===== src/rtl/mux_src_arbiter.sv =====
// ---------------------------------------------------------------------------
// mux_src_arbiter
//
// Round-robin arbiter choosing which of five sources drives a shared mux.
// Each requester holds its req bit high while it wants the mux.
//
// A new owner is found by searching upward from the source after the last
// owner, wrapping around. The current owner keeps the grant while its req
// stays high. When it drops req, the grant passes straight to the next
// winner. If no other source is requesting, the block goes idle.
//
// Optional feature, enabled by defining the macro ARB_HOLD_LIMIT_EN:
//   Once the owner has held the grant for MAX_HOLD cycles and another source
//   is waiting, the grant is forced over to the next round-robin winner.
//   Without the macro, an owner is never pre-empted.
//
// Parameters
//   MAX_HOLD  : consecutive grant cycles before forced rotation (1..255)
// Ports
//   clk       : rising-edge clock
//   reset     : synchronous active-high reset
//   req[4:0]  : level request per source
//   gnt[4:0]  : one-hot grant, zero when idle (registered)
//   sel[2:0]  : binary index of the owner; holds its value while idle
//   busy      : high whenever any gnt bit is high
//   hold_cnt  : cycles the current owner has held the grant, saturating at
//               255; zero while idle
// ---------------------------------------------------------------------------
module mux_src_arbiter #(
   parameter int unsigned MAX_HOLD = 8
) (
   input  logic       clk,
   input  logic       reset,
   input  logic [4:0] req,
   output logic [4:0] gnt,
   output logic [2:0] sel,
   output logic       busy,
   output logic [7:0] hold_cnt
);

   typedef enum logic {IDLE, GRANT} state_t;

   state_t     state_reg, state_next;
   logic [4:0] gnt_reg, gnt_next;
   logic [2:0] sel_reg, sel_next;
   logic       busy_reg, busy_next;
   logic [7:0] hold_cnt_reg, hold_cnt_next;
   logic [2:0] last_owner_reg, last_owner_next;

   logic [4:0] others;
   logic [3:0] pick_all, pick_others;
   logic       owner_req;
   logic       hold_limit_hit;

   // Reject an out-of-range hold limit when the design is elaborated.
   if (MAX_HOLD < 1 || MAX_HOLD > 255) begin : g_bad_max_hold
      $error("mux_src_arbiter: MAX_HOLD must be within 1..255");
   end

   // Round-robin search. It starts at (last + 1) mod 5 and wraps around.
   // The result is {found, index}.
   function automatic logic [3:0] rr_pick(input logic [4:0] r, input logic [2:0] last);
      logic [3:0] res;
      logic [2:0] idx;
      res = 4'b0000;
      for (int k = 1; k <= 5; k++) begin
         idx = 3'((32'(last) + 32'(k)) % 32'd5);
         if (!res[3] && r[idx]) begin
            res = {1'b1, idx};
         end
      end
      return res;
   endfunction

   // gnt_reg is zero when idle, so 'others' equals req in that state.
   // While granting, 'others' removes the owner from the search.
   assign others      = req & ~gnt_reg;
   assign owner_req   = |(req & gnt_reg);
   assign pick_all    = rr_pick(req, last_owner_reg);
   assign pick_others = rr_pick(others, last_owner_reg);

`ifdef ARB_HOLD_LIMIT_EN
   assign hold_limit_hit = (hold_cnt_reg == 8'(MAX_HOLD)) && (|others);
`else
   assign hold_limit_hit = 1'b0;
`endif

   always_comb begin
      state_next      = state_reg;
      gnt_next        = gnt_reg;
      sel_next        = sel_reg;
      hold_cnt_next   = hold_cnt_reg;
      last_owner_next = last_owner_reg;

      case (state_reg)
         IDLE: begin
            gnt_next      = 5'b00000;
            hold_cnt_next = 8'd0;
            if (pick_all[3]) begin
               state_next      = GRANT;
               gnt_next        = 5'(5'b00001 << pick_all[2:0]);
               sel_next        = pick_all[2:0];
               hold_cnt_next   = 8'd1;
               last_owner_next = pick_all[2:0];
            end
         end
         GRANT: begin
            if (owner_req && !hold_limit_hit) begin
               if (hold_cnt_reg != 8'd255) begin
                  hold_cnt_next = hold_cnt_reg + 8'd1;
               end
            end else if (pick_others[3]) begin
               // Either a handover after the owner released, or a forced
               // rotation. In both cases there is no idle cycle between owners.
               gnt_next        = 5'(5'b00001 << pick_others[2:0]);
               sel_next        = pick_others[2:0];
               hold_cnt_next   = 8'd1;
               last_owner_next = pick_others[2:0];
            end else begin
               state_next    = IDLE;
               gnt_next      = 5'b00000;
               hold_cnt_next = 8'd0;
            end
         end
         default: begin
            state_next    = IDLE;
            gnt_next      = 5'b00000;
            hold_cnt_next = 8'd0;
         end
      endcase

      busy_next = |gnt_next;
   end

   always_ff @(posedge clk) begin
      if (reset) begin
         state_reg      <= IDLE;
         gnt_reg        <= 5'b00000;
         sel_reg        <= 3'b000;
         busy_reg       <= 1'b0;
         hold_cnt_reg   <= 8'd0;
         // Last owner starts at 4, so source 0 is searched first after reset.
         last_owner_reg <= 3'd4;
      end else begin
         state_reg      <= state_next;
         gnt_reg        <= gnt_next;
         sel_reg        <= sel_next;
         busy_reg       <= busy_next;
         hold_cnt_reg   <= hold_cnt_next;
         last_owner_reg <= last_owner_next;
      end
   end

   assign gnt      = gnt_reg;
   assign sel      = sel_reg;
   assign busy     = busy_reg;
   assign hold_cnt = hold_cnt_reg;

endmodule


===== config.mk =====
export PLATFORM = sky130hd
export DESIGN_NAME = mux_src_arbiter
export DESIGN_NICKNAME = d
export VERILOG_FILES = /design/src/rtl/mux_src_arbiter.sv
export SDC_FILE = /design/constraint.sdc
export NUM_CORES = 1
export LEC_CHECK = 0
export BUFFER_PORTS_ARGS = -buffer_cell sky130_fd_sc_hd__buf_2
export CAP_MARGIN = 15
export CORE_ASPECT_RATIO = 1.75
export CORE_MARGIN = 2
export CORE_UTILIZATION = 45
export CTS_BUF_LIST = sky130_fd_sc_hd__clkbuf_2 sky130_fd_sc_hd__clkbuf_4 sky130_fd_sc_hd__clkbuf_8
export CTS_CLUSTER_DIAMETER = 80
export CTS_CLUSTER_SIZE = 16
export DETAILED_ROUTE_END_ITERATION = 10
export SLEW_MARGIN = 0
export SYNTH_ARGS = -nofsm -noshare
export SYNTH_HDL_FRONTEND = slang
export SYNTH_SLANG_ARGS = --single-unit

===== constraint.sdc =====
create_clock -name clk -period 6.2 [get_ports clk]
set_clock_uncertainty 0.15 [all_clocks]
set_input_delay 0.31 -clock clk [delete_from_list [all_inputs] [get_ports clk]]
set_output_delay 0.31 -clock clk [all_outputs]
set_load 0.005 [all_outputs]

Yosys cells after proc, flatten, opt, wreduce, memory -nomap -nowiden:

Cells that the tools add are included.

* add/subtract/negate cells: 6
* multipliers: 0
* divide/modulo/power cells: 5
* $lt $le $gt $ge: 5
* equality and inequality tests: 5
* shifts and indexed selects: 2
* muxes and demuxes: 47
* bitwise logic cells: 4
* reductions and logical operators: 19

Operator list (number)
* $mod 32x3->32 const B: 5
* $mux 4: 10
* $bmux 1 s3: 10
* $lt 3x4->1 const B: 5
* $mux 8: 2
* $pmux 8 s2: 1
* $mux 1: 15
* $mux 5: 3
* $and 5x5->5: 2
* $pmux 5 s2: 1
* $reduce_or 5->1: 2
* $shl 1x3->5 const A: 2
* $mux 3: 3
* $add 3x2->4 const B: 2
* $add 3x3->4 const B: 2
* $add 8x1->8 const B: 1
* $logic_and 1x1->1: 8
* $logic_not 1->1: 8
* $ne 8x8->1 const B: 1
* $pmux 3 s2: 1
* $not 5->5: 1
* $add 3x1->4 const B: 1
* $ne 2x2->1 const B: 2
* $ne 3x2->1 const B: 1
* 4 further kinds: 4

* flip-flop bits (word level): 21
* latch bits: 0
* bits in writable memories: 0
* bits in read-only memories: 0
* memories kept: 0

Longest topological paths before layout:

* word-level depth: 22
* mapped depth: 23
* depth with buffers taken out: 20

Least setup slack after synthesis:

OpenSTA, ideal clock, no wires.

* kind: flip-flop to flip-flop
* start point: register sel[0] (netlist name)
* end point: register gnt_reg[3], in the netlist gnt[3]
* setup time: 0.061 ns
* arrival time: 5.146 ns
* data required time: 5.989 ns
* slack: 0.843 ns
* cell stages (with the launch flop): 24
* path buffers: 4
* cell sequence: dfxtp_1 > buf_2 > inv_1 > buf_2 > clkbuf_1 > ha_1 > ha_1 > nor3_1 > o32ai_1 > or2_2 > inv_1 > ha_1 > nand2b_1 > nor2b_1 > a221oi_2 > mux2i_1 > a2111o_1 > a31oi_4 > a311oi_1 > nor2b_1 > buf_2 > or4_4 > nand2b_4 > nand3_2

RTL lines
* end signal: assignment: line 146 `gnt_reg <= gnt_next;`
* end: declaration: line 44 `logic [4:0] gnt_reg, gnt_next;`

==> metrics.md <==
| Metric | Value |
|---|---|
| Status | finished, final reports clean |
| Width of the chip | 72.36 microns |
| Congestion Overflow GR | 0 |
| Detail Route Antenna Nets | 0 |
| RSZ-0062 raised after global routing | no |
| R2R Path Start | sel[1]$_SDFFE_PP0P_ |
| IO buf count | 23 |
| Via/cell ratio | 6.966 |
| Final Hold Fails | 0 |
| Crit path time final | 5.789 ns |
| Worst-Skew Late Latency | 0.28 ns |
| Main flop type after synthesis | dfxtp_1 |
| Die H | 123.6 microns |
| Setup bufs post-CTS | 0 |
| Setup TNS | 0 ns |
| Crit path kind | flop to flop |
| Worst Hold Path Cells | 2 |
| Post-Synth Simple-Gate Area | 31.08% |
| Adder-cell share of the synthesized area | 8.160% |
| R2r worst-path depth | 16 |
| Crit-path max cell delay | 0.83 ns |
| Row cnt | 43 |
| # setup viols final | 0 |
| Total CTS buffers | 3 |
| CTS sink count | 19 |
| Main combinational cell family by area after synthesis | compound AO/OA/AOI/OAI gates |
| Hpwl dp | 9792 microns |
| Reg2reg setup slack | 0.41 ns |
| Worst Hold Launch | reset |
| Worst-path cell chain | inv_1 -> ha_1 -> buf_4 -> clkinv_1 -> ha_1 -> or2_2 -> o211ai_1 -> and2_1 -> mux2_2 -> o211ai_1 -> a21oi_1 -> o311ai_0 -> a2111oi_2 -> or4_4 -> nand2b_4 -> nand3_2 |
| Syn Nets | 522 |
| Commonest non-fill, non-tap cell in the layout | nor2_1 |
| Syn Std Cell Area | 3680 sq um |
| Data required, critical path | 6.28 ns |
| Via Count | 4,075 |
| CP startpoint kind | flop |
| Vias in the first global route | 3,841 |
| Remaining DRCs | 0 |
| CP max stage cell | o311ai_0 |
| Root Buffer Master | clkbuf_8 |
| Largest fanout on the critical path | 10 |
| First element of the critical path | sel[1]$_SDFFE_PP0P_ |
| Clk pin slew, worst setup/hold paths | 0.08 ns |
| Xor and xnor area share after synthesis | 2.788% |
| Total GRT Usage | 28.95% |
| Fraction of registers with async set/reset | 0% |
| First-pass GRT wire length | 20,060 microns |
| Fraction of layout cells with a size suffix above 1 | 15.76% |
| FF+latch count, synth | 19 |
| GR Layer Usage met1 | 31.29% |
| H-tree depth | 1 |
| Fmax | 0.1727 GHz |
| I/O pin count | 24 |
| Setup crit end kind | flop |
| Slew @ Worst Pin | 1.018 ns |
| Global route hottest layer | met2 |
| Area Overhead vs Synth | 4.998% |
| Worst hold endpoint | hold_cnt[0]$_SDFFE_PP0P_ |
| Final net count | 527 |
| Met3 usage | 2.670% |
| Synth cell types | 87 |
| Max reg flops | 8 |
| Largest net degree at the start of global routing | 44 |
| Commonest non-fill, non-tap cells in the layout | nor2_1, nand2_1, a21oi_1 |
| Crit path max-delay family | compound AO/OA/AOI/OAI gates |
| Initial DRC count | 329 |
| Post-DR wirelength/cell | 21.64 microns |
| Fin crit share | 93.37% |
| Pre-antenna DRT Iters | 5 |
| Hold buffers post-CTS | 0 |
| Post-synthesis mux area share | 8.126% |
| Buf/Inv on CP | 3 |
| Synth warnings | 0 |
| Mean post-synth cell area | 7.494 sq um |
| Sequential fraction of the synthesis area | 10.34% |
| Layout Utilization | 48.85% |
| Die area | 8945 sq um |
| # diodes | 0 |
| RR Endpoint | gnt[3]$_SDFF_PP0_ |
| Fill count | 803 |
| Core area | 7909 sq um |
| CTS resizes | 0 |
| Hold crit path type | input port to flop |
| Placer Congestion | 0.9799 |
| CTS tree | built |
| Final Max Slew Viols | 0 |
| Initial Utilization | 46.53% |
| Max Cap Violations | 0 |
| Mapped Cells | 491 |
| CTS Buffer Depth | 2 |
| Met2 Usage GRT | 50.75% |
| Routed wire length | 12,660 microns |
| Arrival time worst endpoint | 5.87 ns |
| Post-synthesis compound-gate area fraction | 32.54% |
| Initial antenna violation count | 0 |
| Max_slew headroom | 31.26% |
| Post-synth EDFFs | 0 |
## layout make-up
cell class	instances	area, sq um	area share (%)
clock inverter	1	5.005	0.1295
inverter	26	97.59	2.526
tap	90	112.6	2.915
multi-input combinational	414	3043	78.76
sequential	19	381.6	9.877
timing repair buffer	32	182.7	4.728
clock buffer	3	41.29	1.069
## logic make-up (layout without fill, tap and decap cells)
| family | count (synthesis) | count (layout) |
|---|---|---|
| simple gates | 201 | 201 |
| compound gates | 157 | 157 |
| buf+inv | 58 | 62 |
| fa+ha+maj | 24 | 24 |
| mux | 22 | 22 |
| flops | 19 | 19 |
| xor+xnor | 10 | 10 |
## metrics by stage
stage	instances	worst slack (ns)	instance area [sq um]	hold slack (ns)
after detailed placement	581	0.5784	3817	0.3436
final	585	0.4108	3864	0.2092
after global routing	585	0.04705	3864	0.2158
after floorplan	491	0.8434	3680	0.3241
after CTS	585	0.5616	3864	0.1950
after global placement	581	0.7125	3817	0.3380
## cells in the mapped netlist, types with 10 or more instances
| library cell | n | area, sq um |
|---|---|---|
| ha_1 | 24 | 300.3 |
| a21oi_1 | 31 | 155.2 |
| nand3_1 | 15 | 75.07 |
| o211ai_1 | 15 | 112.6 |
| dfxtp_1 | 19 | 380.4 |
| nand2_1 | 34 | 127.6 |
| nor3_1 | 20 | 100.1 |
| nor2_1 | 35 | 131.4 |
| mux2i_1 | 13 | 130.1 |
| o21ai_0 | 20 | 100.1 |
| clkbuf_1 | 14 | 52.55 |
| nand2b_1 | 19 | 118.9 |
| buf_2 | 10 | 50.05 |
| a31oi_1 | 10 | 62.56 |
| inv_1 | 22 | 82.58 |
## metal layers
metal,vias to the layer above,part of all wire [%]
li1,1908,-
met1,1927,37
met2,169,50
met3,71,4.5
met4,0,8.5
met5,-,0
## worst max path at each step
stage / end / slack, ns / cells after the start
3_3_place_gp: gnt[3]$_SDFF_PP0_ / 0.71 / 16
2_1_floorplan: gnt[3]$_SDFF_PP0_ / 0.84 / 23
4_1_cts: gnt[3]$_SDFF_PP0_ / 0.56 / 16
5_1_grt: gnt[3]$_SDFF_PP0_ / 0.05 / 19
6_report: gnt[3]$_SDFF_PP0_ / 0.41 / 16
3_5_place_dp: gnt[3]$_SDFF_PP0_ / 0.58 / 16
Power is not shown: default switching activity piles up to over one toggle a cycle in this logic, so the estimate is an artifact.
